`config.mk`:
```
export PLATFORM = sky130hd
export DESIGN_NAME = tft_tx_buffer
export DESIGN_NICKNAME = d
export VERILOG_FILES = /design/src/rtl/tft_tx_buffer.sv
export SDC_FILE = /design/constraint.sdc
export NUM_CORES = 1
export LEC_CHECK = 0
export BUFFER_PORTS_ARGS = -buffer_cell sky130_fd_sc_hd__buf_4
export CAP_MARGIN = 0
export CORE_UTILIZATION = 30
export CTS_BUF_LIST = sky130_fd_sc_hd__clkbuf_8
export DETAILED_ROUTE_END_ITERATION = 8
export GPL_ROUTABILITY_DRIVEN = 0
export REMOVE_ABC_BUFFERS = 1
export SLEW_MARGIN = 20
export SYNTH_ARGS = -nofsm -noshare
export SYNTH_HDL_FRONTEND = slang
export SYNTH_SLANG_ARGS = --single-unit
```
`constraint.sdc`:
```
create_clock -name clk -period 2.8 [get_ports clk]
set_input_delay 0.42 -clock clk [delete_from_list [all_inputs] [get_ports clk]]
set_output_delay 0.42 -clock clk [all_outputs]
set_load 0.1 [all_outputs]
```
`src/rtl/tft_tx_buffer.sv`:
```
// Byte FIFO feeding the SPI byte transmitter through a launch/ack/drain handshake.
// Optional drop statistics are compiled in with TFT_TX_BUFFER_DROP_CNT_EN.
module tft_tx_buffer #(
    parameter int DEPTH_LOG2  = 4,
    parameter int ACK_TIMEOUT = 255
) (
    input  logic                  clk,
    input  logic                  rst,
    input  logic [7:0]            in_data,
    input  logic                  in_dc,
    input  logic                  in_transmit,
    output logic                  busy,
    output logic [DEPTH_LOG2:0]   level,
    output logic                  idle,
    output logic [7:0]            spi_data,
    output logic                  spi_dc,
    output logic                  spi_transmit,
    input  logic                  spi_busy,
    output logic                  ack_timeout
`ifdef TFT_TX_BUFFER_DROP_CNT_EN
    ,
    output logic [15:0]           drop_count,
    output logic                  overflow
`endif
);

    localparam int DEPTH = 1 << DEPTH_LOG2;
    localparam logic [DEPTH_LOG2:0]   FULL_COUNT   = (DEPTH_LOG2 + 1)'(DEPTH);
    localparam logic [DEPTH_LOG2:0]   ONE_COUNT    = (DEPTH_LOG2 + 1)'(1);
    localparam logic [DEPTH_LOG2-1:0] ONE_PTR      = DEPTH_LOG2'(1);
    localparam logic [15:0]           TIMEOUT_LAST = 16'(ACK_TIMEOUT - 1);

    localparam logic [1:0] ST_IDLE  = 2'd0;
    localparam logic [1:0] ST_ACK   = 2'd1;
    localparam logic [1:0] ST_DRAIN = 2'd2;

    logic [8:0]            mem [DEPTH];
    logic [DEPTH_LOG2-1:0] wr_ptr_reg;
    logic [DEPTH_LOG2-1:0] rd_ptr_reg;
    logic [DEPTH_LOG2:0]   count_reg;
    logic [1:0]            state_reg;
    logic [1:0]            state_next;
    logic [15:0]           timer_reg;
    logic [7:0]            spi_data_reg;
    logic                  spi_dc_reg;
    logic                  ack_timeout_reg;
    logic                  full;
    logic                  empty;
    logic                  push;
    logic                  pop;
    logic                  ack_expired;

    assign full  = (count_reg == FULL_COUNT);
    assign empty = (count_reg == '0);
    // A push while full is dropped even when a pop frees a slot this cycle.
    assign push  = in_transmit && !full;
    assign pop   = (state_reg == ST_IDLE) && !empty && !spi_busy;
    assign ack_expired = (state_reg == ST_ACK) && !spi_busy && (timer_reg == TIMEOUT_LAST);

    always_ff @(posedge clk) begin
        if (push) begin
            mem[wr_ptr_reg] <= {in_dc, in_data};
        end
    end

    always_ff @(posedge clk or negedge rst) begin
        if (!rst) begin
            wr_ptr_reg <= '0;
            rd_ptr_reg <= '0;
            count_reg  <= '0;
        end else begin
            if (push) begin
                wr_ptr_reg <= wr_ptr_reg + ONE_PTR;
            end
            if (pop) begin
                rd_ptr_reg <= rd_ptr_reg + ONE_PTR;
            end
            case ({push, pop})
                2'b10:   count_reg <= count_reg + ONE_COUNT;
                2'b01:   count_reg <= count_reg - ONE_COUNT;
                default: count_reg <= count_reg;
            endcase
        end
    end

    always_comb begin
        state_next = state_reg;
        case (state_reg)
            ST_IDLE: begin
                if (pop) begin
                    state_next = ST_ACK;
                end
            end
            ST_ACK: begin
                if (spi_busy) begin
                    state_next = ST_DRAIN;
                end else if (timer_reg == TIMEOUT_LAST) begin
                    state_next = ST_IDLE;
                end
            end
            ST_DRAIN: begin
                if (!spi_busy) begin
                    state_next = ST_IDLE;
                end
            end
            default: state_next = ST_IDLE;
        endcase
    end

    // The output byte register doubles as the FIFO's registered read port.
    always_ff @(posedge clk or negedge rst) begin
        if (!rst) begin
            state_reg       <= ST_IDLE;
            timer_reg       <= '0;
            spi_data_reg    <= '0;
            spi_dc_reg      <= 1'b0;
            ack_timeout_reg <= 1'b0;
        end else begin
            state_reg       <= state_next;
            ack_timeout_reg <= ack_expired;
            if (pop) begin
                spi_data_reg <= mem[rd_ptr_reg][7:0];
                spi_dc_reg   <= mem[rd_ptr_reg][8];
                timer_reg    <= '0;
            end else if ((state_reg == ST_ACK) && (state_next == ST_ACK)) begin
                timer_reg <= timer_reg + 16'd1;
            end
        end
    end

    // Launch request is simply "in ACK", so an async reset drops it at once.
    assign spi_transmit = (state_reg == ST_ACK);
    assign spi_data     = spi_data_reg;
    assign spi_dc       = spi_dc_reg;
    assign ack_timeout  = ack_timeout_reg;
    assign busy         = full;
    assign level        = count_reg;
    assign idle         = empty && (state_reg == ST_IDLE) && !spi_busy;

`ifdef TFT_TX_BUFFER_DROP_CNT_EN
    logic [15:0] drop_count_reg;
    logic        overflow_reg;

    always_ff @(posedge clk or negedge rst) begin
        if (!rst) begin
            drop_count_reg <= '0;
            overflow_reg   <= 1'b0;
        end else if (in_transmit && full) begin
            if (drop_count_reg != 16'hFFFF) begin
                drop_count_reg <= drop_count_reg + 16'd1;
            end
            overflow_reg <= 1'b1;
        end
    end

    assign drop_count = drop_count_reg;
    assign overflow   = overflow_reg;
`endif

endmodule

```
==> results by group, run 1 <==
Floorplan
  – Number of I/O pins: 31
  – Initial Util: 30.9%
  – Core area: 24,500 um2
  – Chip Height: 161 um
  – Site Rows: 57
  – Die area: 25,900 um2
  – Chip width: 161 um

Setup path
  – Critical Path Source Type: flip-flop
  – Reg2reg path depth: 9
  – CP Capture Type: flip-flop
  – Crit path max fanout: 6
  – Worst path arrival time: 2.87 ns
  – CP Data Required Time: 3.18 ns
  – WS Path Type: reg2reg

GRT
  – Largest net degree at the start of global routing: 42
  – Initial antenna violation count: 0
  – Gr ovfl total: 0
  – Vias in the first global route: 3,915
  – First-pass GRT wire length: 23.5 mm
  – GRT Overall Usage: 12.1%

Route
  – DR pass1 iterations: 4
  – Vias: 3,913
  – Detailed Route WL: 14.7 mm
  – DRT antenna net count: 0
  – Via-to-Cell Ratio: 4.77
  – DRC Markers: 0
  – Initial DRC count: 351
  – WL per Instance: 17.9 um

Hold path
  – Hold crit path type: in2reg
  – Hold path cells: 2

Layout
  – Antenna Cells: 0
  – Non-filler cells, final: 820
  – Max reg flops: 144
  – Post-layout instance area: 8620 um2
  – Final layout net count: 508
  – Area Growth Syn to Fin: 13.6%
  – Share of layout cells above drive strength 1: 23.0%

Pwr
  – Clock Power Share: 19.4%
  – Psw: 3290 uW
  – Seq pwr share: 43.1%
  – Standby leakage power: 0.00305 uW
  – Pwr Total: 8560 uW
  – Comb pwr share: 37.5%
  – Cell Pwr Density: 993 nW/um2
  – Sw Share: 38.5%
  – Worst vdd rail ir drop: 0.000713 V
  – Int Power: 5270 uW

Run status
  – Run status: complete, no violations

CTS
  – Clock slew at reported path FFs: 0.09 ns
  – Latest clock arrival within the worst-skew pair: 0.46 ns
  – CTS tree: done
  – Max H-tree Level: 4
  – Root Buffer: clkbuf_8
  – Num CTS Buffers: 17
  – Clk buf depth: 2
  – Post_cts resized: 0
  – Clk sink count: 185

Synthesis
  – Distinct cells, synth: 44
  – Register area share after synthesis: 70.5%
  – Top post-synthesis cells by area: edfxtp_1 (57%), dfrtp_1 (14%), mux4_2 (11%), mux2i_1 (2.1%), ha_1 (1.8%)
  – Synth cell count leaders: edfxtp_1 (144), dfrtp_1 (41), mux4_2 (36)
  – Post-Syn Instances: 441
  – Post-synth EDFFs: 144
  – Most frequent cell after synthesis: edfxtp_1
  – Fraction of registers with async set/reset: 22.2%
  – Synthesized flop and latch total: 185
  – Synth warnings: 0
  – Synth Area per Inst: 17.2 um2
  – Top-area cell type share of the netlist area: 57.0%
  – Cell Area, Synth: 7590 um2
  – Most used DFF post-synth: edfxtp_1
  – Post-synth top area cell: edfxtp_1

STA
  – Setup TNS: 0 ns
  – Final hold vios: 0
  – Layout Skew: 0.0176 ns
  – Slew @ Worst Pin: 1.00 ns
  – Final Critical Period: 2.50 ns
  – Final setup fails: 0
  – Period utilization: 89.2%
  – Setup WS post-layout: 0.303 ns
  – Unrepaired setup endpoints after global routing: false
  – Max Slew Vio Count: 0
  – FMAX: 400 MHz
  – Max_slew headroom: 32.9%

Place
  – Buffers on Ports: 30
  – Placed cell area: 8250 um2
  – DPL Wire Length: 9.04 mm
  – Post-Place Setup Slack: 0.307 ns
  – Inst Count DP: 787

Flow run
  – Max_cap viols: 0
==> critical path, cell delays in order, from the launching register on <==
cell and delay [ns]:
dfrtp_1 0.39, nor4_1 0.37, a21bo_2 0.20, inv_1 0.05, ha_1 0.26, fa_1 0.43
a21o_1 0.19, a21oi_1 0.17, mux2i_1 0.24, xnor2_1 0.13
==> cells by family after synthesis <==
family / count (synthesis) / synth area share (%)
AOI/OAI and AO/OA: 54 / 4.85
muxes: 53 / 12.9
xor gates and xnor gates: 14 / 1.62
adders and majority gates: 12 / 2.08
and+or+nand+nor: 95 / 6.56
buffers and inverters: 28 / 1.48
DFF: 185 / 70.5
==> cell type report <==
type                    instances  area (um2)
clock buffers                  18         248
clock inverters                14         115
fillers                      2335       15900
inverters                       6        22.5
multi-input cells             228        2130
flip-flops and latches        185        5350
well taps                     324         405
repair buffers                 45         353
==> power by group through the flow <==
stage,combinational (uW),clock (uW),sequential [uW]
floorplan,1530,0,4560
global placement,3200,0,3730
detailed placement,3260,0,3760
CTS,3270,1700,3700
global route,3470,1810,3750
finish,3210,1660,3690
==> layout by cell type (no fill, tap or decap), drive strengths merged, types with 2 or more instances in the layout <==
master | Yosys | final
and3 | 3 | 3
nor3 | 8 | 8
a21oi | 16 | 16
dfrtp | 41 | 41
nand4 | 8 | 8
nor2 | 21 | 21
xor2 | 2 | 2
or3 | 3 | 3
and4 | 2 | 2
nand2 | 22 | 22
a21o | 2 | 2
mux2i | 16 | 16
nor4 | 4 | 4
a211o | 9 | 9
xnor2 | 12 | 12
nor2b | 11 | 11
a22o | 9 | 9
inv | 6 | 15
o21ai | 10 | 10
mux4 | 36 | 36
clkinv | 0 | 3
buf | 10 | 44
clkinvlp | 0 | 2
nand2b | 4 | 4
edfxtp | 144 | 144
nand3 | 2 | 2
clkbuf | 12 | 18
ha | 11 | 11
==> path summary, 6_finish.rpt <==
kind                                                  end  slack [ns]                    start
worst max-delay path                 level[4]$_DFFE_PN0P_        0.30     level[1]$_DFFE_PN0P_
worst min-delay path               state_reg[1]$_DFF_PN0_        0.21                 spi_busy
worst max register to register       level[4]$_DFFE_PN0P_        0.30     level[1]$_DFFE_PN0P_
worst min register to register    spi_data[6]$_DFFE_PN0N_        0.52  spi_data[6]$_DFFE_PN0N_
max in group asynchronous       rd_ptr_reg[0]$_DFFE_PN0N_        1.88                      rst
min in group asynchronous       timer_reg[13]$_DFFE_PN0P_        0.49                      rst
==> stage by stage <==
| step | util, % | hold WS [ns] |
|---|---|---|
| 2_1_floorplan | - | 0.124 |
| 3_3_place_gp | 33.6 | 0.457 |
| 3_5_place_dp | 33.6 | 0.465 |
| 4_1_cts | 35.1 | 0.176 |
| 5_1_grt | 35.1 | 0.192 |
| 6_report | 35.1 | 0.209 |
==> per-layer routing <==
layer  global-route usage [%]  routed length [um]  vias to the layer above  part of all wire [%]
met2                     19.2                7240                       89                    49
li1                         -                   -                     1811                     -
met3                     2.80                 624                       16                   4.2
met1                     16.3                6630                     1997                    45
met4                     4.07                 206                        0                   1.4
met5                        0                   0                        -                     0
==> what timing repair did <==
item	CTS	global route
hold endpoints to repair	41	0
setup buffers	0	0
hold buffers	1	0
(Power assumes the default switching activity.)
==> run 2, diff against run 1 <==
--- a/config.mk
+++ b/config.mk
@@ -11,6 +11,7 @@
 export CTS_BUF_LIST = sky130_fd_sc_hd__clkbuf_8
 export DETAILED_ROUTE_END_ITERATION = 8
 export GPL_ROUTABILITY_DRIVEN = 0
+export PLACE_DENSITY_LB_ADDON = 0.1
 export REMOVE_ABC_BUFFERS = 1
 export SLEW_MARGIN = 20
 export SYNTH_ARGS = -nofsm -noshare
==> results by group, run 2 (synthesis results as in run 1) <==
Layout
  – Post-layout instance area: 8670 um2 (+0.59%)
  – Most frequent cells in the layout: edfxtp_1 (144), buf_4 (47), dfrtp_1 (40), mux4_2 (36), nand2_1 (22)
  – Most common cell after layout, fill and taps aside: edfxtp_1
  – Max reg flops: 144 (unchanged)
  – Final layout net count: 512 (+0.79%)
  – Area Growth Syn to Fin: 14.3%
  – Util after Layout: 35.4% (+0.21 points)
  – Antenna Cells: 0 (unchanged)
  – Non-filler cells, final: 824 (+0.49%)
  – Share of layout cells above drive strength 1: 24.0% (+1.0 points)
  – Fillers: 2,345 (+0.43%)

Pwr
  – Sw Share: 39.5% (+1.0 points)
  – Seq pwr share: 41.9% (-1.2 points)
  – Psw: 3430 uW (+4.2%)
  – Comb pwr share: 38.5% (+1.0 points)
  – Clock Power Share: 19.5% (about the same)
  – Int Power: 5260 uW (-0.17%)
  – Worst vdd rail ir drop: 0.000726 V (+1.9%)
  – Standby leakage power: 0.00307 uW (+0.42%)
  – Cell Pwr Density: 1000 nW/um2 (+0.92%)
  – Pwr Total: 8690 uW (+1.5%)

Route
  – Via-to-Cell Ratio: 4.85 (+1.7%)
  – DR top layer: met4
  – WL per Instance: 20.2 um (+13%)
  – DRT antenna net count: 0 (unchanged)
  – M1 wire length: 7.42 mm (+12%)
  – Met3 wire length: 634 um (+1.6%)
  – Detailed Route WL: 16.6 mm (+13%)
  – Met2 routed WL: 8.38 mm (+16%)
  – Initial DRC count: 323 (-8.0%)
  – Vias: 4,000 (+2.2%)
  – DRC Markers: 0 (unchanged)
  – DR pass1 iterations: 4 (unchanged)

STA
  – Final hold vios: 0 (unchanged)
  – FMAX: 395 MHz (-1.5%)
  – Max_slew headroom: 27.3% (-5.6 points)
  – Period utilization: 90.5% (+1.3 points)
  – Unrepaired setup endpoints after global routing: false
  – Layout Skew: 0.0136 ns (-0.00407 ns)
  – Final Critical Period: 2.53 ns (+0.0373 ns)
  – Final setup fails: 0 (unchanged)
  – Slew @ Worst Pin: 1.09 ns (+0.0836 ns)
  – Max Slew Vio Count: 0 (unchanged)
  – Min Hold Slack: 0.212 ns (+0.00355 ns)

Floorplan
  – Number of I/O pins: 31 (unchanged)
  – Site Rows: 57 (unchanged)
  – Chip Height: 161 um (unchanged)
  – Initial Util: 30.9% (unchanged)
  – Chip width: 161 um (unchanged)
  – Die area: 25,900 um2 (unchanged)
  – Core area: 24,500 um2 (unchanged)

Place
  – DPL Wire Length: 9.88 mm (+9.3%)
  – Placed cell area: 8280 um2 (+0.36%)
  – Inst Count DP: 791 (+0.51%)
  – Buffers on Ports: 30 (unchanged)

Setup path
  – Worst path arrival time: 2.92 ns (+0.05 ns)
  – Crit path to: level[4]$_DFFE_PN0P_
  – Setup crit start: level[1]$_DFFE_PN0P_
  – WS Path Type: reg2reg
  – Critical Path Source Type: flip-flop
  – R2R Setup Slk: 0.27 ns (-0.04 ns)
  – CP Data Required Time: 3.18 ns (about the same)
  – Reg-to-reg endpoint: level[4]$_DFFE_PN0P_
  – CP Capture Type: flip-flop
  – Crit path max fanout: 6 (unchanged)
  – Reg2reg path depth: 9 (unchanged)
  – Critical R2R Launch: level[1]$_DFFE_PN0P_

GRT
  – GRT Overall Usage: 13.7% (+1.6 points)
  – Initial antenna violation count: 0 (unchanged)
  – Vias in the first global route: 4,229 (+8.0%)
  – Largest net degree at the start of global routing: 42 (unchanged)
  – First-pass GRT wire length: 25.7 mm (+9.4%)
  – Gr ovfl total: 0 (unchanged)

CTS
  – Max H-tree Level: 4 (unchanged)
  – Root Buffer: clkbuf_8
  – Latest clock arrival within the worst-skew pair: 0.46 ns (about the same)
  – Num CTS Buffers: 17 (unchanged)
  – CTS tree: done
  – Clock slew at reported path FFs: 0.10 ns (about the same)
  – Clk sink count: 185 (unchanged)
  – Clk buf depth: 2 (unchanged)

Flow run
  – Max_cap viols: 0 (unchanged)

Hold path
  – Hold crit path type: in2reg

Run status
  – Run status: complete, no violations
[run 2: changes by cell type in the layout (fill, tap and decap cells not counted)]
cell	before	now
buf_4	43	47
clkinv_1	0	2
clkinv_8	1	3
inv_1	8	6
inv_6	5	3
clkbuf_8	18	17
clkinv_2	2	1
clkinv_4	0	1
clkinvlp_4	2	3
nor2_1	21	20
nor2_2	0	1
nor4_1	4	3
nor4_2	0	1
[run 2: layer usage]
layer / GRT usage (%) / vias to the layer above
li1: - / 1815
met1: 17.3 / 2094
met2: 23.1 / 74
met3: 3.44 / 17
met4: 3.90 / 0
met5: 0 / -
[run 2: final cells by class]
cell class,count,area [um2],area share [%]
clock buffer,17,234,2.70
clock inverter,15,141,1.63
inverter,6,22.5,0.260
multi-input combinational,228,2140,24.6
sequential,185,5350,61.7
tap,324,405,4.67
timing repair buffer,49,383,4.41
[run 2: stage by stage]
stage | worst slack, ns | TNS, ns
6_report | 0.266 | 0
5_1_grt | 0.0119 | 0
4_1_cts | 0.146 | 0
3_5_place_dp | 0.150 | 0
3_3_place_gp | 0.173 | 0
2_1_floorplan | -0.758 | -7.44
[run 2: how the worst min path moves through the flow]
stage | startpoint | to | slack (ns) | cells after the start
after floorplan | rst | ack_timeout$_DFF_PN0_ | 0.12 | 0
after global placement | rst | level[0]$_DFFE_PN0P_ | 0.47 | 1
after detailed placement | rst | level[3]$_DFFE_PN0P_ | 0.49 | 1
after CTS | spi_busy | state_reg[1]$_DFF_PN0_ | 0.18 | 2
after global routing | spi_busy | state_reg[1]$_DFF_PN0_ | 0.18 | 2
final | spi_busy | state_reg[1]$_DFF_PN0_ | 0.21 | 2
[run 2: critical path, stage by stage (launching register included)]
cell	delay, ns
dfrtp_1	0.40
nor4_2	0.39
a21bo_2	0.20
inv_1	0.05
ha_1	0.27
fa_1	0.43
a21o_1	0.19
a21oi_1	0.17
mux2i_1	0.23
xnor2_1	0.13
[run 2: power groups by stage]
stage | registers, uW | logic (uW) | clock network [uW]
6_report | 3650 | 3350 | 1700
5_1_grt | 3700 | 3620 | 1860
4_1_cts | 3650 | 3440 | 1760
3_5_place_dp | 3710 | 3420 | 0
3_3_place_gp | 3690 | 3390 | 0
2_1_floorplan | 4560 | 1530 | 0
[run 2: repair_timing]
action	in CTS	in global routing
gates resized for setup	0	1
hold buffers	1	0
setup endpoints to repair	0	1
endpoints found under the hold margin	41	0
buffers inserted	0	0
==> run 3, diff against run 2 <==
--- a/config.mk
+++ b/config.mk
@@ -7,6 +7,8 @@
 export LEC_CHECK = 0
 export BUFFER_PORTS_ARGS = -buffer_cell sky130_fd_sc_hd__buf_4
 export CAP_MARGIN = 0
+export CELL_PAD_IN_SITES_DETAIL_PLACEMENT = 0
+export CELL_PAD_IN_SITES_GLOBAL_PLACEMENT = 1
 export CORE_UTILIZATION = 30
 export CTS_BUF_LIST = sky130_fd_sc_hd__clkbuf_8
 export DETAILED_ROUTE_END_ITERATION = 8
==> results by group, run 3 (synthesis results as in run 1) <==
Run status
  – Run status: complete, no violations

GRT
  – First-pass GRT wire length: 25.6 mm (-0.46%)
  – Largest net degree at the start of global routing: 42 (unchanged)
  – Vias in the first global route: 4,226 (-0.071%)
  – Initial antenna violation count: 0 (unchanged)
  – Gr ovfl total: 0 (unchanged)
  – GRT Overall Usage: 13.7% (+0.075 points)

Floorplan
  – Site Rows: 57 (unchanged)
  – Chip width: 161 um (unchanged)
  – Chip Height: 161 um (unchanged)
  – Die area: 25,900 um2 (unchanged)
  – Core area: 24,500 um2 (unchanged)
  – Initial Util: 30.9% (unchanged)
  – Number of I/O pins: 31 (unchanged)

CTS
  – Root Buffer: clkbuf_8
  – Clock slew at reported path FFs: 0.10 ns (about the same)
  – Clk sink count: 185 (unchanged)
  – Setup Buffers After CTS: 0 (unchanged)
  – Latest clock arrival within the worst-skew pair: 0.47 ns (about the same)
  – Clk buf depth: 2 (unchanged)
  – Num CTS Buffers: 17 (unchanged)
  – Max H-tree Level: 4 (unchanged)
  – CTS tree: done

STA
  – Unrepaired setup endpoints after global routing: false
  – FMAX: 392 MHz (-0.57%)
  – Final hold vios: 0 (unchanged)
  – Max_slew headroom: 29.0% (+1.8 points)
  – Period utilization: 91.0% (+0.52 points)
  – Final Critical Period: 2.55 ns (+0.0144 ns)
  – Final setup fails: 0 (unchanged)
  – Max Slew Vio Count: 0 (unchanged)
  – Setup TNS: 0 ns (unchanged)
  – Slew @ Worst Pin: 1.06 ns (-0.0263 ns)
  – Layout Skew: 0.0183 ns (+0.00476 ns)

Route
  – DR pass1 iterations: 4 (unchanged)
  – Via-to-Cell Ratio: 4.75 (-2.1%)
  – WL per Instance: 20.3 um (+0.32%)
  – Initial DRC count: 229 (-29%)
  – Detailed Route WL: 16.8 mm (+0.69%)
  – DRT antenna net count: 0 (unchanged)
  – DRC Markers: 0 (unchanged)
  – Vias: 3,929 (-1.8%)

Setup path
  – CP Data Required Time: 3.18 ns (about the same)
  – Worst path arrival time: 2.93 ns (about the same)
  – Reg2reg path depth: 9 (unchanged)
  – CP Capture Type: flip-flop
  – WS Path Type: reg2reg
  – Critical Path Source Type: flip-flop
  – Crit path max fanout: 6 (unchanged)

Layout
  – Most common cell after layout, fill and taps aside: edfxtp_1
  – Non-filler cells, final: 827 (+0.36%)
  – Util after Layout: 35.7% (+0.32 points)
  – Share of layout cells above drive strength 1: 24.7% (+0.65 points)
  – Most frequent cells in the layout: edfxtp_1 (144), buf_4 (48), dfrtp_1 (40), mux4_2 (36), nand2_1 (22)
  – Final layout net count: 515 (+0.59%)
  – Antenna Cells: 0 (unchanged)
  – Max reg flops: 144 (unchanged)
  – Post-layout instance area: 8750 um2 (+0.91%)
  – Area Growth Syn to Fin: 15.3%

Place
  – Inst Count DP: 794 (+0.38%)
  – DPL Wire Length: 10.2 mm (+3.7%)
  – Placed cell area: 8330 um2 (+0.57%)
  – Buffers on Ports: 30 (unchanged)

Hold path
  – Hold path cells: 2 (unchanged)
  – Hold crit path type: in2reg

Pwr
  – Cell Pwr Density: 1010 nW/um2 (+0.63%)
  – Standby leakage power: 0.00311 uW (+1.5%)
  – Worst vdd rail ir drop: 0.000701 V (-3.5%)

Flow run
  – Max_cap viols: 0 (unchanged)
## run 3: path summary, 6_finish.rpt
kind / from / to / slack [ns]
min in group asynchronous: rst / level[2]$_DFFE_PN0P_ / 0.52
min: spi_busy / state_reg[1]$_DFF_PN0_ / 0.20
max: level[1]$_DFFE_PN0P_ / level[4]$_DFFE_PN0P_ / 0.25
max in group asynchronous: rst / rd_ptr_reg[0]$_DFFE_PN0N_ / 1.84
min reg2reg: timer_reg[7]$_DFFE_PN0P_ / timer_reg[7]$_DFFE_PN0P_ / 0.52
max reg2reg: level[1]$_DFFE_PN0P_ / level[4]$_DFFE_PN0P_ / 0.25
## run 3: layout make-up
class                   instances  area, um2
clock buffers                  17        234
fillers                      2362      15800
well taps                     324        405
multi-input cells             228       2140
inverters                       6       22.5
repair buffers                 52        430
clock inverters                15        173
flip-flops and latches        185       5350
## run 3: critical path: stages, from the launching register on
cell,delay (ns)
dfrtp_1,0.40
nor4_2,0.40
a21bo_2,0.20
inv_1,0.05
ha_1,0.26
fa_1,0.43
a21o_1,0.20
a21oi_1,0.17
mux2i_1,0.23
xnor2_1,0.14
## run 3: metrics by stage
| step | worst slack (ns) | total power (uW) | hold slack (ns) |
|---|---|---|---|
| after global placement | 0.167 | 7120 | 0.490 |
| final | 0.251 | 8830 | 0.202 |
| after floorplan | -0.758 | 6090 | 0.124 |
| after CTS | 0.0950 | 8960 | 0.166 |
| after global routing | 0.0592 | 9300 | 0.170 |
| after detailed placement | 0.114 | 7150 | 0.488 |
## run 3: power breakdown
part	leakage, uW	switching, uW	internal (uW)	total (uW)
logic	0.00108	2090	1290	3380
registers	0.00183	289	3360	3650
clock network	0.000201	1120	684	1800
total	0.00311	3490	5330	8830
## run 3: timing repair
action,CTS,global route
endpoints found under the hold margin,41,0
endpoints found under the setup margin,0,1
resized for setup,0,1
hold buffers,1,0
## run 3: layer usage
metal	routed length [um]	vias up	track usage (%)
met2	8890	42	24.5
met4	111	0	3.60
met5	0	-	0
met1	7350	2051	16.7
li1	-	1828	-
met3	399	8	3.08
